<file path="src/rtl/rbcp_reg_responder_if.sv">
// rbcp_reg_responder_if: SiTCP RBCP local-bus signals between the initiator core and the user-side responder.
interface rbcp_reg_responder_if;
  logic        loc_act;
  logic [31:0] loc_addr;
  logic [7:0]  loc_wd;
  logic        loc_we;
  logic        loc_re;
  logic        loc_ack;
  logic [7:0]  loc_rd;
  modport master (output loc_act, loc_addr, loc_wd, loc_we, loc_re, input loc_ack, loc_rd);
  modport slave (input loc_act, loc_addr, loc_wd, loc_we, loc_re, output loc_ack, loc_rd);
endinterface

</file>
<file path="src/rtl/rbcp_reg_responder.sv">
// rbcp_reg_responder: RBCP register responder with RW bytes, coherent status snapshot, command pulses and ID.
module rbcp_reg_responder #(
  parameter logic [31:0] BASE_ADDR = 32'h0000_0000,
  parameter int          NUM_RW    = 8,
  parameter int          ACK_DELAY = 1,
  parameter logic [7:0]  ID_VALUE  = 8'hA5
) (
  input  logic                  clk_i,
  input  logic                  rst_ni,
  rbcp_reg_responder_if.slave   bus,
  input  logic [31:0]           status_i,
  output logic [8*NUM_RW-1:0]   reg_o,
  output logic [7:0]            cmd_pulse_o,
  output logic                  bus_err_o
);
  typedef enum logic [1:0] {IDLE, WAIT, ACK} state_e;
  state_e              state_q;
  logic [3:0]          cnt_q;
  logic [4:0]          off_q, off_d;
  logic                we_q, we_d;
  logic [7:0]          wd_q, wd_d;
  logic [31:0]         snap_q, snap_d;
  logic [8*NUM_RW-1:0] reg_q;
  logic [7:0]          rd_q, cmd_q, rd_val;
  logic                ack_q, err_q;
  logic                lat, rw_hit, mapped, go_ack;
  logic [127:0]        rw_pad;
  // The *_d values fold the request being latched this cycle in, so a one-cycle latency still gets registered outputs.
  always_comb begin
    lat    = state_q == IDLE && (bus.loc_we || bus.loc_re) && bus.loc_addr[31:5] == BASE_ADDR[31:5];
    off_d  = lat ? bus.loc_addr[4:0] : off_q;
    we_d   = lat ? bus.loc_we : we_q;
    wd_d   = lat ? bus.loc_wd : wd_q;
    snap_d = lat && !bus.loc_we && bus.loc_addr[4:0] == 5'h10 ? status_i : snap_q;
    rw_hit = int'(off_d) < NUM_RW;
    mapped = rw_hit || (off_d >= 5'h10 && off_d <= 5'h15);
    rw_pad = 128'(reg_q);
    rd_val = rw_hit ? rw_pad[{off_d[3:0], 3'b000} +: 8] :
             off_d[4:2] == 3'b100 ? snap_d[{off_d[1:0], 3'b000} +: 8] :
             off_d == 5'h15 ? ID_VALUE : 8'h00;
    go_ack = (lat && ACK_DELAY == 1) || (state_q == WAIT && bus.loc_act && cnt_q == 4'd1);
  end
  always_ff @(posedge clk_i or negedge rst_ni) begin
    if (!rst_ni) begin
      state_q <= IDLE;
      cnt_q   <= '0;
      off_q   <= '0;
      we_q    <= 1'b0;
      wd_q    <= '0;
      snap_q  <= '0;
      reg_q   <= '0;
      rd_q    <= '0;
      cmd_q   <= '0;
      ack_q   <= 1'b0;
      err_q   <= 1'b0;
    end else begin
      off_q  <= off_d;
      we_q   <= we_d;
      wd_q   <= wd_d;
      snap_q <= snap_d;
      ack_q  <= go_ack && mapped;
      err_q  <= go_ack && !mapped;
      rd_q   <= go_ack && mapped && !we_d ? rd_val : 8'h00;
      cmd_q  <= go_ack && we_d && off_d == 5'h14 ? wd_d : 8'h00;
      case (state_q)
        IDLE: if (lat) begin
          state_q <= ACK_DELAY == 1 ? ACK : WAIT;
          cnt_q   <= 4'(ACK_DELAY - 1);
        end
        WAIT: if (!bus.loc_act) state_q <= IDLE;
        else begin
          cnt_q <= cnt_q - 4'd1;
          if (cnt_q == 4'd1) state_q <= ACK;
        end
        default: begin
          state_q <= IDLE;
          for (int k = 0; k < NUM_RW; k++)
            if (we_q && int'(off_q) == k) reg_q[8*k +: 8] <= wd_q;
        end
      endcase
    end
  end
  assign bus.loc_ack = ack_q;
  assign bus.loc_rd  = rd_q;
  assign reg_o       = reg_q;
  assign cmd_pulse_o = cmd_q;
  assign bus_err_o   = err_q;
endmodule

</file>
<file path="src/flat_wrapper.sv">
// flat-port wrapper written by rule: the top's interface ports become plain ports
module rbcp_reg_responder_flat 
#(
  parameter logic [31:0] BASE_ADDR = 32'h0000_0000,
  parameter int          NUM_RW    = 8,
  parameter int          ACK_DELAY = 1,
  parameter logic [7:0]  ID_VALUE  = 8'hA5
)
  (clk_i, rst_ni, status_i, reg_o, cmd_pulse_o, bus_err_o, bus_loc_act, bus_loc_addr, bus_loc_wd, bus_loc_we, bus_loc_re, bus_loc_ack, bus_loc_rd);
  rbcp_reg_responder_if bus_i ();
  input  logic clk_i;
  input  logic rst_ni;
  input  logic [31:0] status_i;
  output logic [8*NUM_RW-1:0] reg_o;
  output logic [7:0] cmd_pulse_o;
  output logic bus_err_o;
  input wire logic [$bits(bus_i.loc_act)-1:0] bus_loc_act;
  input wire logic [$bits(bus_i.loc_addr)-1:0] bus_loc_addr;
  input wire logic [$bits(bus_i.loc_wd)-1:0] bus_loc_wd;
  input wire logic [$bits(bus_i.loc_we)-1:0] bus_loc_we;
  input wire logic [$bits(bus_i.loc_re)-1:0] bus_loc_re;
  output wire logic [$bits(bus_i.loc_ack)-1:0] bus_loc_ack;
  output wire logic [$bits(bus_i.loc_rd)-1:0] bus_loc_rd;
  assign bus_i.loc_act = bus_loc_act;
  assign bus_i.loc_addr = bus_loc_addr;
  assign bus_i.loc_wd = bus_loc_wd;
  assign bus_i.loc_we = bus_loc_we;
  assign bus_i.loc_re = bus_loc_re;
  assign bus_loc_ack = bus_i.loc_ack;
  assign bus_loc_rd = bus_i.loc_rd;
  rbcp_reg_responder #(.BASE_ADDR(BASE_ADDR), .NUM_RW(NUM_RW), .ACK_DELAY(ACK_DELAY), .ID_VALUE(ID_VALUE)) u_core (.clk_i(clk_i), .rst_ni(rst_ni), .bus(bus_i), .status_i(status_i), .reg_o(reg_o), .cmd_pulse_o(cmd_pulse_o), .bus_err_o(bus_err_o));
endmodule
</file>
<file path="config.mk">
export PLATFORM = sky130hd
export DESIGN_NAME = rbcp_reg_responder_flat
export DESIGN_NICKNAME = d
export VERILOG_FILES = /design/src/rtl/rbcp_reg_responder_if.sv /design/src/rtl/rbcp_reg_responder.sv /design/src/flat_wrapper.sv
export SDC_FILE = /design/constraint.sdc
export NUM_CORES = 1
export LEC_CHECK = 0
export BUFFER_PORTS_ARGS = -buffer_cell sky130_fd_sc_hd__buf_2
export CORE_ASPECT_RATIO = 0.75
export CORE_MARGIN = 2
export CORE_UTILIZATION = 51
export CTS_BUF_LIST = sky130_fd_sc_hd__clkbuf_4 sky130_fd_sc_hd__clkbuf_8 sky130_fd_sc_hd__clkbuf_16
export CTS_CLUSTER_DIAMETER = 50
export DETAILED_ROUTE_END_ITERATION = 10
export PLACE_DENSITY = 0.74
export REMOVE_ABC_BUFFERS = 1
export SYNTH_ARGS = -nofsm -noshare
export SYNTH_HDL_FRONTEND = slang
export SYNTH_SLANG_ARGS = --single-unit
</file>
<file path="constraint.sdc">
create_clock -name clk_i -period 3.3 [get_ports clk_i]
set_input_delay 0.495 -clock clk_i [delete_from_list [all_inputs] [get_ports clk_i]]
set_output_delay 0.495 -clock clk_i [all_outputs]
set_load 0.01 [all_outputs]
</file>
==> results.sh, run 1 <==
export IMPL_synth_top_family_by_area="simple AND/OR/NAND/NOR gates"
export IMPL_synth_top_area_frac=0.533
export IMPL_synth_edf_count=0
export IMPL_core_area_sq_um=10900
export IMPL_synth_area_sq_um=5720
export IMPL_drt_pass1_iterations=5
export IMPL_ys_ff_latch=122
export IMPL_clockBufferDepth=2
export IMPL_drc=0
export IMPL_async_flop_share=1.00
export IMPL_outcome="completed"
export IMPL_cts_clk_slew_worst_paths_ns=0.05
export IMPL_whs_ns=0.181
export IMPL_reg2regPathDepth=9
export IMPL_setup_worst_path_start_class="flop"
export IMPL_setup_violations=0
export IMPL_die_x_um=126
export IMPL_r2r_setup_slack_ns=0.45
export IMPL_synth_compound_area_frac=0.118
export IMPL_std_cell_rows=33
export IMPL_muxShareOfSynthArea=0.144
export IMPL_period_needed_ns=2.85
export IMPL_via_count=4921
export IMPL_cp_end_kind="flop"
export IMPL_path_delay_family="simple AND/OR/NAND/NOR gates"
export IMPL_fin_worst_skew_ns=0.00823
export IMPL_required_ns=3.60
export IMPL_antenna_found_initial=0
export IMPL_start_util=0.523
export IMPL_cts_setup_buffers=0
export IMPL_h_tree_depth=4
export IMPL_critical_path_class="flop to flop"
export IMPL_post_route_period_util=0.863
export IMPL_synthCells=525
export IMPL_crit_path_top_delay_cell="dfrtp_1"
export IMPL_overflow=0
export IMPL_yosys_area_top_type="dfrtp_1"
export IMPL_critPathMaxStageDelay_ns=0.43
export IMPL_fin_util=0.670
export IMPL_drive_gt1_frac=0.415
export IMPL_wl_per_cell_um=19.6
export IMPL_nets=768
export IMPL_grt_max_degree=63
export IMPL_grt_util_all_layers=0.281
export IMPL_clk_latency_ns=0.42
export IMPL_synth_ff_type="dfrtp_1"
export IMPL_hp_class="input port to asynchronous set/reset pin"
export IMPL_rsz0062_at_grt="no"
export IMPL_cp_arrival_ns=3.15
export IMPL_worst_pin_slew_ns=0.921
export IMPL_worstPathCellList="nor4_2, and4_1, nand2_4, mux2i_4, inv_2, buf_4, nand2_1, and3_1, o311ai_1"
export IMPL_synth_warning_count=0
export IMPL_cts_root_buf="clkbuf_16"
export IMPL_r2r_start="u_core.state_q[1]"
export IMPL_synthTopCellsByCount="nand2_1 (140), dfrtp_1 (122), mux2_2 (66)"
export IMPL_fin_tns_setup_ns=0
export IMPL_avgSynthCellArea_sq_um=10.9
export IMPL_final_max_slew_viol_count=0
export IMPL_synth_seq_area_share=0.533
export IMPL_grt_pass1_vias=4829
export IMPL_gp_congestion=0.918
export IMPL_synth_cell_types=58
export IMPL_clock_fmax_mhz=351
export IMPL_synth_top_cells_by_area="dfrtp_1 (53%), mux2_2 (13%), nand2_1 (9.2%)"
export IMPL_fin_cells=842
export IMPL_areaGrowthSynthToFinish_pct=28.1
export IMPL_drv_cap=0
export IMPL_cts_sinks=122
export IMPL_wirelength_um=16500
export IMPL_cts_inserted_buffers=17
export IMPL_power_density_nw_per_um2=492
export IMPL_ioPinCount=159
export IMPL_path_buf_inv=2
export IMPL_synth_xor_area_share=0
export IMPL_synthSimpleGateAreaFrac=0.178
export IMPL_yosysMostFrequentCell="nand2_1"
export IMPL_total_leakage_power_nw=3.87
export IMPL_grt_pass1_wl_um=25600
export IMPL_ant_nets=0
export IMPL_synth_fa_ha_area_frac=0
export IMPL_drtIter0Drc=353
export IMPL_antenna_cells=0
export IMPL_reg2reg_to="u_core.bus.loc_rd[4]"
export IMPL_peakVddDrop_mv=0.400
export IMPL_die_y_um=95.8
export IMPL_place_inst=812
export IMPL_cts_tree="yes"
export IMPL_maxSlewHeadroom=0.384
export IMPL_cts_hold_buffers=0
export IMPL_io_buffers=157
export IMPL_cts_resized=0
export IMPL_hold_violations=0
export IMPL_routed_via_density=5.84
export IMPL_place_hpwl_um=11700
export IMPL_die_area_sq_um=12100
export IMPL_worstPathMaxFanout=22
metrics by stage:
stage | setup slack (ns) | power, mW | instance area (sq um)
floorplan | 0.443 | 1.54 | 5590
global placement | 0.373 | 1.63 | 6690
detailed placement | 0.280 | 1.63 | 6690
CTS | 0.507 | 3.63 | 7330
global route | 0.278 | 3.71 | 7330
finish | 0.451 | 3.61 | 7330
worst reg2reg max path, delay by kind of cell (launching register included):
| family | cells | cell delay (ns) |
|---|---|---|
| simple gates | 5 | 1.16 |
| buf+inv | 2 | 0.60 |
| flops | 1 | 0.43 |
| compound gates | 1 | 0.29 |
| mux | 1 | 0.26 |
per-layer routing:
metal / GRT usage / part of all wire / vias up
met5: 0 / 0 / -
met4: 0.0861 / 0.011 / 0
met3: 0.0745 / 0.081 / 16
met2: 0.447 / 0.48 / 227
met1: 0.385 / 0.43 / 2449
li1: - / - / 2229
worst max-delay path by stage:
stage | startpoint | end | slack [ns] | depth (start not counted)
after CTS | u_core.state_q[1] | u_core.bus.loc_rd[3] | 0.51 | 9
after detailed placement | bus_loc_addr[7] | u_core.bus.loc_rd[3] | 0.28 | 10
after floorplan | bus_loc_addr[20] | u_core.bus.loc_rd[6] | 0.44 | 8
after global placement | bus_loc_addr[7] | u_core.bus.loc_rd[6] | 0.37 | 9
final | u_core.state_q[1] | u_core.bus.loc_rd[4] | 0.45 | 9
after global routing | u_core.state_q[1] | u_core.bus.loc_rd[3] | 0.28 | 9
sequential cells by signal, indices dropped and copies added, names as in the netlist:
register,cells
u_core.bus_err_o,1
u_core.reg_o,64
u_core.off_q,5
u_core.state_q,1
u_core.we_q,1
u_core.bus.loc_ack,1
u_core.snap_q,25
u_core.cmd_pulse_o,8
u_core.wd_q,8
u_core.bus.loc_rd,8
where the power goes:
group	internal (mW)	switching (mW)
Sequential	1.50	0.000000162
Clock	1.36	0.644
Combinational	0.0411	0.0652
cell families (layout without fill, tap and decap cells):
kind of cell | count (synthesis) | after routing
and+or+nand+nor | 212 | 212
DFF | 122 | 122
AOI/OAI and AO/OA | 87 | 87
muxes | 73 | 73
buffers and inverters | 31 | 208
layout make-up:
class                           instances  area (sq um)
Inverter                                4          17.5
Multi-Input combinational cell        372          2520
Fill cell                             840          3610
Clock buffer                           23           502
Tap cell                              140           175
Clock inverter                          7           138
Sequential cell                       122          3050
Timing Repair Buffer                  174           928
placed cells by master, fill, tap and decap left out, types with 5 or more instances in the layout:
| cell type | synthesis | routed |
|---|---|---|
| a211o_1 | 5 | 5 |
| a21o_1 | 10 | 10 |
| a21oi_1 | 14 | 14 |
| and2_1 | 9 | 9 |
| and3_1 | 7 | 7 |
| buf_2 | 8 | 156 |
| buf_4 | 2 | 17 |
| clkbuf_16 | 0 | 17 |
| clkbuf_8 | 0 | 5 |
| dfrtp_1 | 122 | 122 |
| mux2_2 | 66 | 66 |
| mux2i_1 | 6 | 6 |
| nand2_1 | 140 | 140 |
| nor2_1 | 11 | 11 |
| nor3_1 | 9 | 9 |
| nor4_2 | 6 | 6 |
| o221ai_1 | 19 | 19 |
(Power assumes the default switching activity.)
==> run 2, diff against run 1 <==
==> constraint.sdc (replaced) <==
create_clock -name clk_i -period 3.5 [get_ports clk_i]
set_input_delay 0.525 -clock clk_i [delete_from_list [all_inputs] [get_ports clk_i]]
set_output_delay 0.525 -clock clk_i [all_outputs]
set_load 0.01 [all_outputs]
==> results.sh, run 2 (synthesis results as in run 1) <==
export IMPL_outcome="completed"
export IMPL_internal_power_mw=2.61
export IMPL_fin_cells=841
export IMPL_fin_tns_setup_ns=0
export IMPL_antenna_cells=0
export IMPL_cts_sinks=122
export IMPL_preCtsSetupSlack_ns=0.469
export IMPL_drc=0
export IMPL_overflow=0
export IMPL_peakVddDrop_mv=0.386
export IMPL_post_route_period_util=0.808
export IMPL_largest_register_ff_count=64
export IMPL_core_area_sq_um=10900
export IMPL_grt_pass1_vias=4852
export IMPL_power_density_nw_per_um2=457
export IMPL_areaGrowthSynthToFinish_pct=27.4
export IMPL_die_x_um=126
export IMPL_comb_power_share=0.030
export IMPL_p_seq_frac=0.424
export IMPL_io_buffers=157
export IMPL_worst_pin_slew_ns=0.930
export IMPL_std_cell_rows=33
export IMPL_layout_common_cells="buf_2 (156), nand2_1 (140), dfrtp_1 (122), mux2_2 (66), o221ai_1 (19)"
export IMPL_worst_slack_ns=0.673
export IMPL_crit_path_top_delay_cell="inv_2"
export IMPL_drt_pass1_iterations=5
export IMPL_wl_per_cell_um=19.8
export IMPL_drv_cap=0
export IMPL_cp_arrival_ns=3.12
export IMPL_final_max_slew_viol_count=0
export IMPL_ioPinCount=159
export IMPL_swShare=0.215
export IMPL_total_leakage_power_nw=3.84
export IMPL_die_area_sq_um=12100
export IMPL_wirelength_um=16600
export IMPL_clkPwrFrac=0.546
export IMPL_ant_nets=0
export IMPL_gp_congestion=0.892
export IMPL_required_ns=3.79
export IMPL_cp_end_kind="flop"
export IMPL_via_count=4969
export IMPL_final_area_sq_um=7290
export IMPL_clock_fmax_mhz=354
export IMPL_worstPathMaxFanout=26
export IMPL_die_y_um=95.8
export IMPL_cts_resized=0
export IMPL_cts_root_buf="clkbuf_16"
export IMPL_grt_max_degree=66
export IMPL_period_needed_ns=2.83
export IMPL_whs_ns=0.169
export IMPL_setup_violations=0
export IMPL_cts_tree="yes"
export IMPL_rsz0062_at_grt="no"
export IMPL_worstPathCellList="nor4_2, and4_1, nand2_4, mux2i_4, inv_2, mux2i_1, o32ai_1, a2111o_1"
export IMPL_start_util=0.523
export IMPL_postPlaceCellArea_sq_um=6670
export IMPL_critical_path_class="flop to flop"
export IMPL_drtIter0Drc=465
export IMPL_place_inst=809
export IMPL_maxSlewHeadroom=0.378
export IMPL_grt_pass1_wl_um=25800
export IMPL_h_tree_depth=4
export IMPL_hp_class="input port to asynchronous set/reset pin"
export IMPL_clockBufferDepth=2
export IMPL_fin_worst_skew_ns=0.00722
export IMPL_cts_setup_buffers=0
export IMPL_hold_violations=0
export IMPL_setup_worst_path_start_class="flop"
export IMPL_antenna_found_initial=0
export IMPL_cts_hold_buffers=0
export IMPL_cts_inserted_buffers=17
export IMPL_final_common_cell="buf_2"
export IMPL_grt_util_all_layers=0.282
export IMPL_critPathMaxStageDelay_ns=0.44
export IMPL_drive_gt1_frac=0.414
export IMPL_clk_latency_ns=0.41
export IMPL_nets=765
export IMPL_place_hpwl_um=11500
export IMPL_routed_via_density=5.91
export IMPL_switching_power_mw=0.717
export IMPL_cts_clk_slew_worst_paths_ns=0.06
## run 2: changes by cell type in the layout (fill, tap and decap cells not counted), sizes merged
cell / change
clkbuf: -4
buf: -3
inv: +3
clkinv: +2
clkinvlp: +2
bufinv: -1
## run 2: layer usage
metal / share of wire / routed length (um) / global-route usage
met3: 0.088 / 1460 / 0.0706
met1: 0.42 / 6930 / 0.379
met2: 0.48 / 8030 / 0.460
met5: 0 / 0 / 0
met4: 0.013 / 213 / 0.0842
## run 2: cell type report
| type | instances | area (sq um) |
|---|---|---|
| clock buffer | 19 | 453 |
| multi-input combinational | 372 | 2520 |
| clock inverter | 13 | 166 |
| fill | 839 | 3650 |
| timing repair buffer | 171 | 906 |
| sequential | 122 | 3050 |
| inverter | 4 | 17.5 |
| tap | 140 | 175 |
## run 2: final timing paths
check	depth (start not counted)	end	slack [ns]	from
max	8	u_core.bus.loc_rd[6]	0.67	u_core.state_q[1]
min	1	u_core.reg_o[51]	0.17	rst_ni
max reg2reg	8	u_core.bus.loc_rd[6]	0.67	u_core.state_q[1]
min reg2reg	2	u_core.snap_q[16]	0.48	u_core.snap_q[16]
max in group asynchronous	2	u_core.reg_o[10]	2.49	rst_ni
min in group clk_i	3	u_core.snap_q[29]	0.30	status_i[29]
## run 2: power by group through the flow
stage	Combinational, mW	Clock (mW)	Sequential, mW
finish	0.0988	1.82	1.41
global route	0.112	1.90	1.41
CTS	0.0999	1.83	1.41
detailed placement	0.0991	0	1.44
global placement	0.0969	0	1.44
floorplan	0.0128	0	1.44
## run 2: stage by stage
step / power (mW) / util
after global routing: 3.42 / 0.666
final: 3.33 / 0.666
after global placement: 1.53 / 0.610
after CTS: 3.34 / 0.666
after floorplan: 1.45 / -
after detailed placement: 1.54 / 0.610
## run 2: critical path, delay by kind of cell (launching register included)
| family | cells | cell delay (ns) |
|---|---|---|
| flops | 1 | 0.42 |
| buf+inv | 1 | 0.44 |
| mux | 2 | 0.55 |
| simple gates | 3 | 0.88 |
| compound gates | 2 | 0.40 |
==> run 3, diff against run 2 <==
--- a/config.mk
+++ b/config.mk
@@ -5,14 +5,15 @@
 export SDC_FILE = /design/constraint.sdc
 export NUM_CORES = 1
 export LEC_CHECK = 0
+export ABC_AREA = 1
 export BUFFER_PORTS_ARGS = -buffer_cell sky130_fd_sc_hd__buf_2
 export CORE_ASPECT_RATIO = 0.75
 export CORE_MARGIN = 2
-export CORE_UTILIZATION = 51
+export CORE_UTILIZATION = 48
 export CTS_BUF_LIST = sky130_fd_sc_hd__clkbuf_4 sky130_fd_sc_hd__clkbuf_8 sky130_fd_sc_hd__clkbuf_16
 export CTS_CLUSTER_DIAMETER = 50
 export DETAILED_ROUTE_END_ITERATION = 10
-export PLACE_DENSITY = 0.74
+export PLACE_DENSITY = 0.72
 export REMOVE_ABC_BUFFERS = 1
 export SYNTH_ARGS = -nofsm -noshare
 export SYNTH_HDL_FRONTEND = slang
==> constraint.sdc (replaced) <==
create_clock -name clk_i -period 2.58 [get_ports clk_i]
set_input_delay 0.387 -clock clk_i [delete_from_list [all_inputs] [get_ports clk_i]]
set_output_delay 0.387 -clock clk_i [all_outputs]
set_load 0.01 [all_outputs]
==> results.sh, run 3 <==
export IMPL_outcome="completed"
export IMPL_clock_fmax_mhz=427
export IMPL_die_x_um=137
export IMPL_preCtsSetupSlack_ns=0.0753
export IMPL_r2r_setup_slack_ns=0.24
export IMPL_cts_root_buf="clkbuf_16"
export IMPL_gp_congestion=0.880
export IMPL_final_common_cell="nand2_1"
export IMPL_start_util=0.492
export IMPL_crit_path_frequent_cell="nand2_1"
export IMPL_yosysMostFrequentCell="nand2_1"
export IMPL_ant_nets=0
export IMPL_r2r_start="u_core.state_q[1]"
export IMPL_synth_area_sq_um=6380
export IMPL_cts_clk_slew_worst_paths_ns=0.06
export IMPL_cp_arrival_ns=2.68
export IMPL_drtIter0Drc=383
export IMPL_h_tree_depth=4
export IMPL_hold_violations=0
export IMPL_setup_violations=0
export IMPL_peakVddDrop_mv=0.451
export IMPL_areaGrowthSynthToFinish_pct=25.6
export IMPL_critical_path_class="flop to flop"
export IMPL_min_delay_worst_endpoint="u_core.wd_q[5]"
export IMPL_rsz0062_at_grt="no"
export IMPL_antenna_cells=0
export IMPL_antenna_found_initial=1
export IMPL_nets=1042
export IMPL_synth_warning_count=0
export IMPL_synth_cell_types=34
export IMPL_required_ns=2.92
export IMPL_drive_gt1_frac=0.262
export IMPL_fin_worst_skew_ns=0.0107
export IMPL_cts_inserted_buffers=17
export IMPL_reg2reg_to="u_core.bus.loc_rd[0]"
export IMPL_worst_slack_ns=0.237
export IMPL_cts_setup_buffers=0
export IMPL_setup_worst_path_start_class="flop"
export IMPL_routed_via_density=5.16
export IMPL_synth_edf_count=0
export IMPL_via_count=5928
export IMPL_hp_class="input port to flop"
export IMPL_io_buffers=157
export IMPL_die_y_um=104
export IMPL_die_area_sq_um=14200
export IMPL_synth_seq_area_share=0.506
export IMPL_wl_met3_um=1550
export IMPL_cts_tree="yes"
export IMPL_path_delay_family="simple AND/OR/NAND/NOR gates"
export IMPL_core_area_sq_um=13000
export IMPL_layout_common_cells="nand2_1 (249), buf_2 (156), dfrtp_1 (129), nor2_1 (76), o21ai_0 (76)"
export IMPL_crit_path_top_delay_cell="dfrtp_1"
export IMPL_synthCells=798
export IMPL_cp_end_kind="flop"
export IMPL_period_needed_ns=2.34
export IMPL_worstPathCellList="nor2_1, nand2_1, nor2_2, nand2_2, nor2_8, nand2_1, nand2_4, buf_4, nand2_1, nand3_1, nand3_1, nand3_1, nand2_1, a21oi_1"
export IMPL_worstHoldPathCells=3
export IMPL_grt_util_all_layers=0.262
export IMPL_critPathMaxStageDelay_ns=0.40
export IMPL_maxSlewHeadroom=0.516
export IMPL_reg2regPathDepth=14
export IMPL_drt_pass1_iterations=5
export IMPL_grt_pass1_wl_um=28700
export IMPL_grt_pass1_vias=5600
export IMPL_dr_max_layer_used="met4"
export IMPL_wl_per_cell_um=15.5
export IMPL_place_hpwl_um=12500
export IMPL_path_buf_inv=1
export IMPL_critPathLaunch="u_core.state_q[1]"
export IMPL_drv_cap=0
export IMPL_worst_pin_slew_ns=0.725
export IMPL_post_route_period_util=0.908
export IMPL_synth_top_area_frac=0.506
export IMPL_clk_latency_ns=0.42
export IMPL_grt_max_degree=60
export IMPL_std_cell_rows=36
export IMPL_clockBufferDepth=2
export IMPL_overflow=0
export IMPL_ys_ff_latch=129
export IMPL_power_density_nw_per_um2=605
export IMPL_ioPinCount=159
export IMPL_fin_tns_setup_ns=0
export IMPL_worstPathMaxFanout=15
export IMPL_wirelength_um=17800
export IMPL_avgSynthCellArea_sq_um=7.99
export IMPL_largest_register_ff_count=64
export IMPL_total_leakage_power_nw=4.26
export IMPL_synth_top_cells_by_area="dfrtp_1 (51%), nand2_1 (15%), o21ai_0 (6.1%)"
export IMPL_synth_ff_type="dfrtp_1"
export IMPL_yosys_area_top_type="dfrtp_1"
export IMPL_hold_start="bus_loc_wd[5]"
export IMPL_met1_length_um=8260
export IMPL_async_flop_share=1.00
export IMPL_final_max_slew_viol_count=0
export IMPL_cts_sinks=129
export IMPL_synthTopCellsByCount="nand2_1 (249), dfrtp_1 (129), o21ai_0 (78)"
export IMPL_dr_wl_met2_um=7800
export IMPL_drc=0
[run 3: changes by cell type in the layout (fill, tap and decap cells not counted), moves of 19 or more]
cell,previous run,this run
inv_1,2,73
mux2_2,66,0
nand2_1,140,249
nand3_1,1,50
nand4_1,2,22
nor2_1,11,76
o21ai_0,3,76
o221ai_1,19,0
[run 3: stage by stage]
step | power (mW) | hold WS [ns] | util | cells | instance area [sq um]
global placement | 2.20 | 0.242 | 0.565 | 1116 | 7330
floorplan | 2.08 | 0.0914 | - | 768 | 6170
detailed placement | 2.21 | 0.242 | 0.565 | 1116 | 7330
finish | 4.84 | 0.185 | 0.618 | 1149 | 8010
CTS | 4.87 | 0.180 | 0.617 | 1149 | 8000
global route | 5.00 | 0.197 | 0.618 | 1149 | 8010
[run 3: cell families (layout without fill, tap and decap cells)]
group | Yosys count | count (layout) | synth area share
compound gates | 113 | 113 | 0.0995
buf+inv | 110 | 290 | 0.0800
flops | 129 | 129 | 0.506
simple gates | 446 | 446 | 0.314
[run 3: layout make-up]
cell class	instances	area (sq um)
clock inverter	12	206
clock buffer	20	454
tap	171	214
multi-input combinational	559	2650
timing repair buffer	178	961
inverter	80	302
sequential	129	3230
fill	1178	4960
[run 3: power breakdown]
| group | internal [mW] | switching, mW | total [mW] |
|---|---|---|---|
| registers | 2.02 | 0.000000102 | 2.02 |
| clock network | 1.77 | 0.909 | 2.68 |
| logic | 0.0569 | 0.0867 | 0.144 |
| total | 3.85 | 0.995 | 4.84 |
[run 3: timing repair]
action / CTS / global route
setup endpoints to repair: 0 / 7
gates resized for setup: 0 / 3
hold buffers: 1 / 0
hold endpoints to repair: 9 / 0
[run 3: worst reg2reg max path: cells and delay by family (launching register included)]
kind                   cells  cell delay [ns]
AO/OA/AOI/OAI              1             0.12
buffers and inverters      1             0.23
AND/OR/NAND/NOR           12             1.52
flip-flops                 1             0.40
[run 3: how the worst max path moves through the flow]
stage                            to  depth (start not counted)
6_report       u_core.bus.loc_rd[0]                         14
5_1_grt        u_core.bus.loc_rd[0]                         14
4_1_cts        u_core.bus.loc_rd[4]                         13
3_5_place_dp   u_core.bus.loc_rd[3]                         15
3_3_place_gp   u_core.bus.loc_rd[4]                         14
2_1_floorplan  u_core.bus.loc_rd[3]                         12
[run 3: metal layers]
metal,up-vias,track usage
met4,0,0.0736
met2,232,0.386
met3,20,0.0734
li1,2886,-
met1,2790,0.380
met5,-,0
